--- src/rtl/dcache_pkg.sv ---
// Shared types and geometry helpers for the direct-mapped, write-through data cache.
package dcache_pkg;

  typedef enum logic [1:0] {
    IDLE       = 2'd0,
    REFILL     = 2'd1,
    WRITE_THRU = 2'd2
  } state_e;

  function automatic int tag_w(input int addr_w, input int index_w, input int offset_w);
    return addr_w - index_w - offset_w;
  endfunction

  function automatic int block_words(input int offset_w);
    return 1 << offset_w;
  endfunction

endpackage

--- src/rtl/dcache_storage.sv ---
// Tag/valid/data arrays: combinational read of one line/word, word-granular data write, line fill.
// Valid bits clear synchronously on rst; tags and data are not reset.
module dcache_storage
  import dcache_pkg::*;
#(
  parameter int ADDR_W   = 10,
  parameter int INDEX_W  = 5,
  parameter int OFFSET_W = 2,
  parameter int DATA_W   = 32
) (
  input  logic                                      clk,
  input  logic                                      rst,
  input  logic [INDEX_W-1:0]                        index_i,
  input  logic [OFFSET_W-1:0]                       rd_offset_i,
  output logic [tag_w(ADDR_W, INDEX_W, OFFSET_W)-1:0] tag_o,
  output logic                                      valid_o,
  output logic [DATA_W-1:0]                         rdata_o,
  input  logic                                      data_we_i,
  input  logic [OFFSET_W-1:0]                       wr_offset_i,
  input  logic [DATA_W-1:0]                         wdata_i,
  input  logic                                      fill_we_i,
  input  logic [tag_w(ADDR_W, INDEX_W, OFFSET_W)-1:0] fill_tag_i
);

  localparam int TAG_W = tag_w(ADDR_W, INDEX_W, OFFSET_W);
  localparam int LINES = 1 << INDEX_W;
  localparam int WORDS = LINES * block_words(OFFSET_W);

  logic [TAG_W-1:0]  tag_q   [LINES];
  logic [LINES-1:0]  valid_q;
  logic [DATA_W-1:0] data_q  [WORDS];

  assign tag_o   = tag_q[index_i];
  assign valid_o = valid_q[index_i];
  assign rdata_o = data_q[{index_i, rd_offset_i}];

  always_ff @(posedge clk) begin
    if (rst) begin
      valid_q <= '0;
    end else if (fill_we_i) begin
      valid_q[index_i] <= 1'b1;
    end
  end

  always_ff @(posedge clk) begin
    if (fill_we_i) begin
      tag_q[index_i] <= fill_tag_i;
    end
  end

  always_ff @(posedge clk) begin
    if (data_we_i) begin
      data_q[{index_i, wr_offset_i}] <= wdata_i;
    end
  end

endmodule

--- src/rtl/dcache_controller.sv ---
// Direct-mapped write-through, no-write-allocate data cache: hits return in the same cycle,
// misses refill a block; stall is combinational and holds the core until the access completes.
module dcache_controller
  import dcache_pkg::*;
#(
  parameter int ADDR_W   = 10,
  parameter int INDEX_W  = 5,
  parameter int OFFSET_W = 2,
  parameter int DATA_W   = 32
) (
  input  logic              clk,
  input  logic              rst,
  input  logic              mem_read,
  input  logic              mem_write,
  input  logic [ADDR_W-1:0] addr,
  input  logic [DATA_W-1:0] wdata,
  output logic [DATA_W-1:0] rdata,
  output logic              stall,
  output logic              mm_req,
  output logic              mm_we,
  output logic [ADDR_W-1:0] mm_addr,
  output logic [DATA_W-1:0] mm_wdata,
  input  logic [DATA_W-1:0] mm_rdata,
  input  logic              mm_rvalid,
  input  logic              mm_ack
);

  localparam int TAG_W = tag_w(ADDR_W, INDEX_W, OFFSET_W);

  state_e              state_q, state_d;
  logic [OFFSET_W-1:0] beat_q, beat_d;
  logic                mm_req_q, mm_we_q;

  logic [INDEX_W-1:0]  index;
  logic [OFFSET_W-1:0] offset;
  logic [TAG_W-1:0]    req_tag;
  logic [TAG_W-1:0]    line_tag;
  logic                line_valid;
  logic [DATA_W-1:0]   line_rdata;
  logic                hit;

  logic                data_we;
  logic                fill_we;
  logic [OFFSET_W-1:0] wr_offset;
  logic [DATA_W-1:0]   wr_data;

  assign index   = addr[OFFSET_W +: INDEX_W];
  assign offset  = addr[OFFSET_W-1:0];
  assign req_tag = addr[ADDR_W-1 -: TAG_W];
  assign hit     = line_valid && (line_tag == req_tag);

  dcache_storage #(
    .ADDR_W   (ADDR_W),
    .INDEX_W  (INDEX_W),
    .OFFSET_W (OFFSET_W),
    .DATA_W   (DATA_W)
  ) u_storage (
    .clk         (clk),
    .rst         (rst),
    .index_i     (index),
    .rd_offset_i (offset),
    .tag_o       (line_tag),
    .valid_o     (line_valid),
    .rdata_o     (line_rdata),
    .data_we_i   (data_we),
    .wr_offset_i (wr_offset),
    .wdata_i     (wr_data),
    .fill_we_i   (fill_we),
    .fill_tag_i  (req_tag)
  );

  always_comb begin
    state_d   = state_q;
    beat_d    = beat_q;
    stall     = 1'b0;
    data_we   = 1'b0;
    fill_we   = 1'b0;
    wr_offset = offset;
    wr_data   = wdata;
    case (state_q)
      IDLE: begin
        // Write wins over a simultaneous read; hits update the cached word on entry.
        if (mem_write) begin
          stall   = 1'b1;
          data_we = hit;
          state_d = WRITE_THRU;
        end else if (mem_read && !hit) begin
          stall   = 1'b1;
          state_d = REFILL;
        end
      end
      REFILL: begin
        stall = 1'b1;
        if (mm_rvalid) begin
          data_we   = 1'b1;
          wr_offset = beat_q;
          wr_data   = mm_rdata;
          beat_d    = beat_q + 1'b1;
          if (&beat_q) begin
            fill_we = 1'b1;
            state_d = IDLE;
          end
        end
      end
      WRITE_THRU: begin
        stall = !mm_ack;
        if (mm_ack) begin
          state_d = IDLE;
        end
      end
      default: state_d = IDLE;
    endcase
    // Reset aborts any transaction and must not leave a partially filled line valid.
    if (rst) begin
      stall   = 1'b0;
      data_we = 1'b0;
      fill_we = 1'b0;
    end
  end

  always_ff @(posedge clk) begin
    if (rst) begin
      state_q  <= IDLE;
      beat_q   <= '0;
      mm_req_q <= 1'b0;
      mm_we_q  <= 1'b0;
    end else begin
      state_q  <= state_d;
      beat_q   <= beat_d;
      mm_req_q <= (state_d != IDLE);
      mm_we_q  <= (state_d == WRITE_THRU);
    end
  end

  assign mm_req   = mm_req_q && !rst;
  assign mm_we    = mm_we_q && !rst;
  assign mm_addr  = mm_we_q ? addr : {addr[ADDR_W-1:OFFSET_W], {OFFSET_W{1'b0}}};
  assign mm_wdata = wdata;
  assign rdata    = rst ? '0 : line_rdata;

endmodule

--- config.mk ---
export PLATFORM = sky130hd
export DESIGN_NAME = dcache_controller
export DESIGN_NICKNAME = d
export VERILOG_FILES = /design/src/rtl/dcache_pkg.sv /design/src/rtl/dcache_storage.sv /design/src/rtl/dcache_controller.sv
export SDC_FILE = /design/constraint.sdc
export NUM_CORES = 2
export LEC_CHECK = 0
export BUFFER_PORTS_ARGS = -buffer_cell sky130_fd_sc_hd__buf_2
export CAP_MARGIN = 40
export CORE_ASPECT_RATIO = 0.5
export CORE_UTILIZATION = 55
export DETAILED_ROUTE_END_ITERATION = 7
export PLACE_DENSITY = 0.67
export REMOVE_ABC_BUFFERS = 1
export SYNTH_ARGS = -nofsm -noshare
export SYNTH_HDL_FRONTEND = slang
export SYNTH_MEMORY_MAX_BITS = 65536
export SYNTH_SLANG_ARGS = --single-unit
export TNS_END_PERCENT = 50
--- constraint.sdc ---
create_clock -name clk -period 6.4 [get_ports clk]
set_input_delay 1.28 -clock clk [delete_from_list [all_inputs] [get_ports clk]]
set_output_delay 1.28 -clock clk [all_outputs]
set_load 0.03 [all_outputs]
======== Word level (Yosys, flattened, before mapping) ========
Memory sizes are Yosys's and may differ from the RTL's.
Index checks and enable logic that the tools add are counted.
storage, ports and cells
  bits in writable memories ............... 4192
  output and inout port bits .............. 77
  word-level logic and storage cells ...... 59
  bits in registers ....................... 38
  memories ................................ 2
  input bits .............................. 80
memories
  name              depth  bits a word  rd ports  clocked after memory_dff  write ports  RTL line              source
  u_storage.data_q  128    32           1         0                         1            dcache_storage.sv:31  logic [DATA_W-1:0] data_q [WORDS];
  u_storage.tag_q   32     3            1         0                         1            dcache_storage.sv:29  logic [TAG_W-1:0] tag_q [LINES];
operators by class
  mux-type cells .......................... 32
  reduce and logical (&&, ||, !) cells .... 12
  bitwise operators ....................... 1
  add/subtract/negate cells ............... 1
  order comparisons ....................... 2
  equal/unequal tests ..................... 4
operator list
  kind                 count
  $mux 32              3
  $or 32x32->32        1
  $mux 1               16
  $mux 2               8
  $lt 5x6->1 const B   1
  $pmux 2 s3           1
  $bmux 1 s5           1
  $demux 1 s5          1
  $ge 5x1->1 const B   1
  $logic_and 1x1->1    5
  $eq 2x2->1 const B   2
  $reduce_and 2->1     2
  $eq 3x3->1           1
  $logic_not 1->1      3
  $pmux 1 s3           1
  $add 2x1->2 const B  1
  $eq 2x1->1 const B   1
  $logic_not 2->1      1
  $pmux 1 s2           1
  $reduce_bool 2->1    1

======== Depth between registers and ports, before layout ========
  word-level depth ........................ 9
  mapped depth ............................ 12

======== Hierarchy ========
From an unflattened synthesis, not the netlist that was laid out.
unflattened totals
  cell total of the unflattened synthesis .. 8344
  area total of the unflattened synthesis .. 163755.8 µm²
by module, submodules not included
  module             seq. area each (µm²)  area each (µm²)  instances  cells each
  dcache_storage     126521.3              162341.9         1          8192
  dcache_controller  120.1                 1413.9           1          152

======== Worst setup path before layout ========
OpenSTA, ideal clock, no wires.
  path type ............................... input-to-reg
  start point ............................. in addr[4]
  end point ............................... mem u_storage.data_q[104][0] (enable)
  arrival ................................. 5412 ps
  slack ................................... 527 ps
  data required time ...................... 5939 ps
  setup time .............................. 461 ps
  stages .................................. 10
  path buffers ............................ 3
  path through ............................ buf_2 > or4_1 > o22ai_1 > nor4_1 > and3_1 > nor4b_2 > a31oi_1 > clkbuf_1 > buf_2 > nor3_1
between the ends
  word-level cells in the longest chain between the ends .. 8
  elaborated cells between the ends (all ways) .. 10
  classes of those cells .................. 1 x eq/ne; 7 x mux; 1 x reduce/logical; 1 x memory
RTL lines
  element                                            RTL line                                       source
  start: declaration                                 dcache_controller.sv:15                        input logic [ADDR_W-1:0] addr,
  $mem_v2 32x3 / $bmux 1 s5 (equally long branches)  --
  $eq 3x3->1 / $mux 1 (equally long branches)        dcache_controller.sv:50, dcache_storage.sv:34
  $logic_and 1x1->1                                  dcache_controller.sv:50                        assign hit = line_valid && (line_tag == req_tag);
  $mux 1                                             dcache_controller.sv:83                        if (mem_write) begin
  $pmux 1 s2                                         dcache_controller.sv:80                        case (state_q)
  $mux 1                                             dcache_controller.sv:114                       if (rst) begin
  $mux 1                                             dcache_storage.sv:52                           if (data_we_i) begin
  $mux 1 (not written as such)                       dcache_storage.sv:53                           data_q[{index_i, wr_offset_i}] <= wdata_i;
  end: declaration                                   dcache_storage.sv:31
Parallel ways exist; a longest one is shown, timed or not. The select of a mux whose other input is x is not followed.

======== Final worst setup path ========
  start point ............................. in addr[0]
  end point ............................... out rdata[2]
between the ends
  word-level cells in the longest chain between the ends .. 2
RTL lines
  element           RTL line                  source
  $mem_v2 128x32    --
  $mux 32           dcache_controller.sv:139  assign rdata = rst ? '0 : line_rdata;
  end: declaration  dcache_controller.sv:17   output logic [DATA_W-1:0] rdata,
No other way between the ends.

==> results.py <==
metrics = {
    "placed_design": {
        "place.gp.congestion": 0.8840,
        "placement.io_buffers": 156,
        "dp_worst_setup_slack_ps": 209.4,
        "detailed_place_hpwl_um": 264300,
    },
    "clock_network": {
        "worst_setup_hold_path_clk_slew_ps": 60,
        "clockRootBuffer": "clkbuf_16",
        "clock_sinks": 4230,
        "cts.path.max_buffers": 4,
        "number_of_buffers_added_by_the_clock_tree_synthesis_step": 362,
        "worst_skew_pair.late_latency_ps": 930,
        "cts_setup_buffers": 0,
        "tritoncts_clock_tree": "built",
        "cts_htree_levels": 5,
        "cts_hold_buf": 0,
        "cts_repair_resize_count": 0,
    },
    "critical_path": {
        "worstPathRequired_ps": 5120,
        "path_class": "in -> out",
        "cp_slowest_stage_delay_ps": 670,
        "worst_setup_path_start_kind": "input port",
        "setup.worst_path.start": "addr[0]",
        "critical_path_arrival_ps": 4880,
        "crit_path_cell_trace": "buf_12, buf_12, buf_4, mux4_2, mux4_2, a22oi_1, buf_4, a41oi_1, buf_2",
        "max_fo_critical_path": 25,
        "r2r_start": "u_storage.tag_q[17][0]",
        "worst_path_max_delay_cell": "a22oi_1",
        "end_kind": "primary output",
    },
    "logic_synthesis": {
        "dominantRegCellSynth": "edfxtp_1",
        "asr_flop_ratio_synth_pct": 0,
        "synth_warnings": 0,
        "register_bit_total_from_synthesis": 4230,
        "ys_seq_area_share_pct": 78.07,
        "synth_largest_area_cell": "edfxtp_1",
        "synth.avg_cell_area_sq_um": 24.61,
        "netlist_area_sq_um": 162200,
        "synth_top_cells_by_area": "edfxtp_1 78%, mux4_2 18%, dfxtp_1 0.47%, buf_2 0.43%, mux2i_1 0.41%",
        "synth_cells": 6592,
        "number_of_flops_mapped_to_enable_cells_by_yosys": 4192,
        "ys_types": 50,
        "synth_top_area_share_pct": 77.60,
    },
    "run_status": {
        "result_of_the_run": "completed",
    },
    "finish": {
        "regArea_sq_um": 126600,
        "mostFrequentLayoutCell": "edfxtp_1",
        "multi_input_comb_area_sq_um": 34240,
        "area_delta_synth_final_pct": 12.81,
        "layout.nets": 7300,
        "share_of_layout_cells_above_drive_strength_1_pct": 35.34,
        "layout.filler_cells": 18990,
        "final_cell_mix": "4192 x edfxtp_1, 1304 x mux4_2, 424 x buf_4, 365 x clkbuf_16, 154 x buf_2",
    },
    "timing": {
        "setup_ws_ps": 237.7,
        "rsz0062_at_grt": "no",
        "hold_viol": 0,
        "final_max_slew_viol_count": 0,
        "worst_slew_margin_rel_pct": 29.59,
        "finalSetupViolCount": 0,
        "setup-tns-final_ps": 0,
        "pin_slew_with_the_least_headroom_to_its_limit_ps": 1056,
        "timing.final.crit_period_ps": 6162,
        "layout_worst_path_cycle_share_pct": 96.29,
        "fin_worst_hold_slack_ps": 471.9,
        "fmax_ghz": 0.1623,
        "fin_worst_skew_ps": 53.23,
    },
    "routing": {
        "route.detailed.drc": 0,
        "avgViaCountPerCell": 6.849,
        "route.final.wire_length_um": 437600,
        "initialDrtViolationCount": 12960,
        "route.detailed.wl_per_inst_um": 38.36,
        "via_count": 78120,
        "first_pass_iters": 8,
        "antenna_left": 0,
    },
    "global_routing": {
        "grt_remaining_overflow": 0,
        "pin_count_of_the_biggest_net_entering_global_routing": 129,
        "grt_first_pass_wirelength_um": 603000,
        "groute.usage.overall_pct": 29.39,
        "grt_pass1_vias": 76620,
        "grt_antenna_before_repair": 35,
    },
    "die": {
        "placement_rows": 140,
        "ios": 157,
        "die_width_um": 770.0,
        "floorplan.die.height_um": 386.0,
        "start_util_pct": 55.52,
        "core_area_sq_um": 292200,
        "die_footprint_sq_um": 297200,
    },
    "power_and_ir_drop": {
        "power-per-cell-area_nw_per_um2": 304.0,
        "static-leakage-power_nw": 56.91,
        "vdd_drop_max_mv": 0.2041,
    },
    "flow_run": {
        "cap_violations": 0,
    },
    "worst_hold_path": {
        "min-delay-start": "u_storage.valid_q[19]",
        "min_path_type": "reg -> reg",
    },
}
flip-flops by register name (all words and copies together) (netlist names):
register / flops
beat_q: 2
mm_req_q: 1
mm_we_q: 1
state_q: 2
u_storage.data_q: 4096
u_storage.tag_q: 96
u_storage.valid_q: 32
report_power, final:
group	switching, mW	internal, mW
Sequential	0.00548	30.6
Combinational	2.28	1.19
Clock	9.85	11.7
synthesized netlist by cell type (12+ instances only):
cell / n
buf_6: 19
mux4_2: 1304
buf_4: 75
a22oi_1: 53
a22o_1: 16
buf_2: 139
nand2_1: 76
mux2i_1: 66
nor3_1: 129
a21oi_1: 12
o22ai_1: 23
clkbuf_1: 146
edfxtp_1: 4192
buf_1: 31
mux2_2: 39
dfxtp_1: 38
nor2_1: 126
path summary, 6_finish.rpt:
check	end	slack (ps)	depth (start not counted)
setup / recovery	rdata[2]	240	9
hold / removal	u_storage.valid_q[19]	470	2
setup reg to reg	u_storage.data_q[60][0]	2090	10
hold reg to reg	u_storage.valid_q[19]	470	2
cells by family (layout without fill, tap and decap cells):
group,after synthesis,in the layout,synth area share (%)
other,0,9,0
adders and majority gates,1,1,0.007712
and+or+nand+nor,388,388,1.122
xor gates and xnor gates,1,1,0.005400
buffers and inverters,413,1314,1.324
muxes,1409,1409,18.78
DFF,4230,4230,78.07
AOI/OAI and AO/OA,150,150,0.6842
final cells by class:
type	instances	area share, %
Sequential cell	4230	69.21
Clock inverter	195	0.9819
Multi-Input combinational cell	1949	18.71
Clock buffer	443	5.163
Inverter	3	0.006154
Timing Repair Buffer	673	3.247
Tap cell	3905	2.670
Antenna cell	9	0.01231
metrics by stage:
step | power (mW) | instances | utilization (%) | instance area [sq um]
after CTS | 55.79 | 11400 | 62.61 | 182900
after detailed placement | 34.64 | 10760 | 58.77 | 171700
final | 55.63 | 11410 | 62.63 | 183000
after global placement | 34.50 | 10740 | 58.58 | 171200
after global routing | 56.92 | 11400 | 62.62 | 183000
after floorplan | 32.65 | 6182 | - | 160100
routing by layer:
metal	part of all wire, %	routed length [um]	vias up	global-route usage (%)
li1	-	-	29880	-
met2	45	198400	5339	43.45
met1	38	165800	42090	43.00
met3	13	54820	800	7.550
met5	0.059	258	-	0
met4	4.2	18250	16	11.24
critical path: cells and delay by family:
family,cells,cell delay [ps]
buffers and inverters,5,1420
multiplexers,2,1060
AO/OA/AOI/OAI,2,1030
Power figures use the tool's default switching activity.
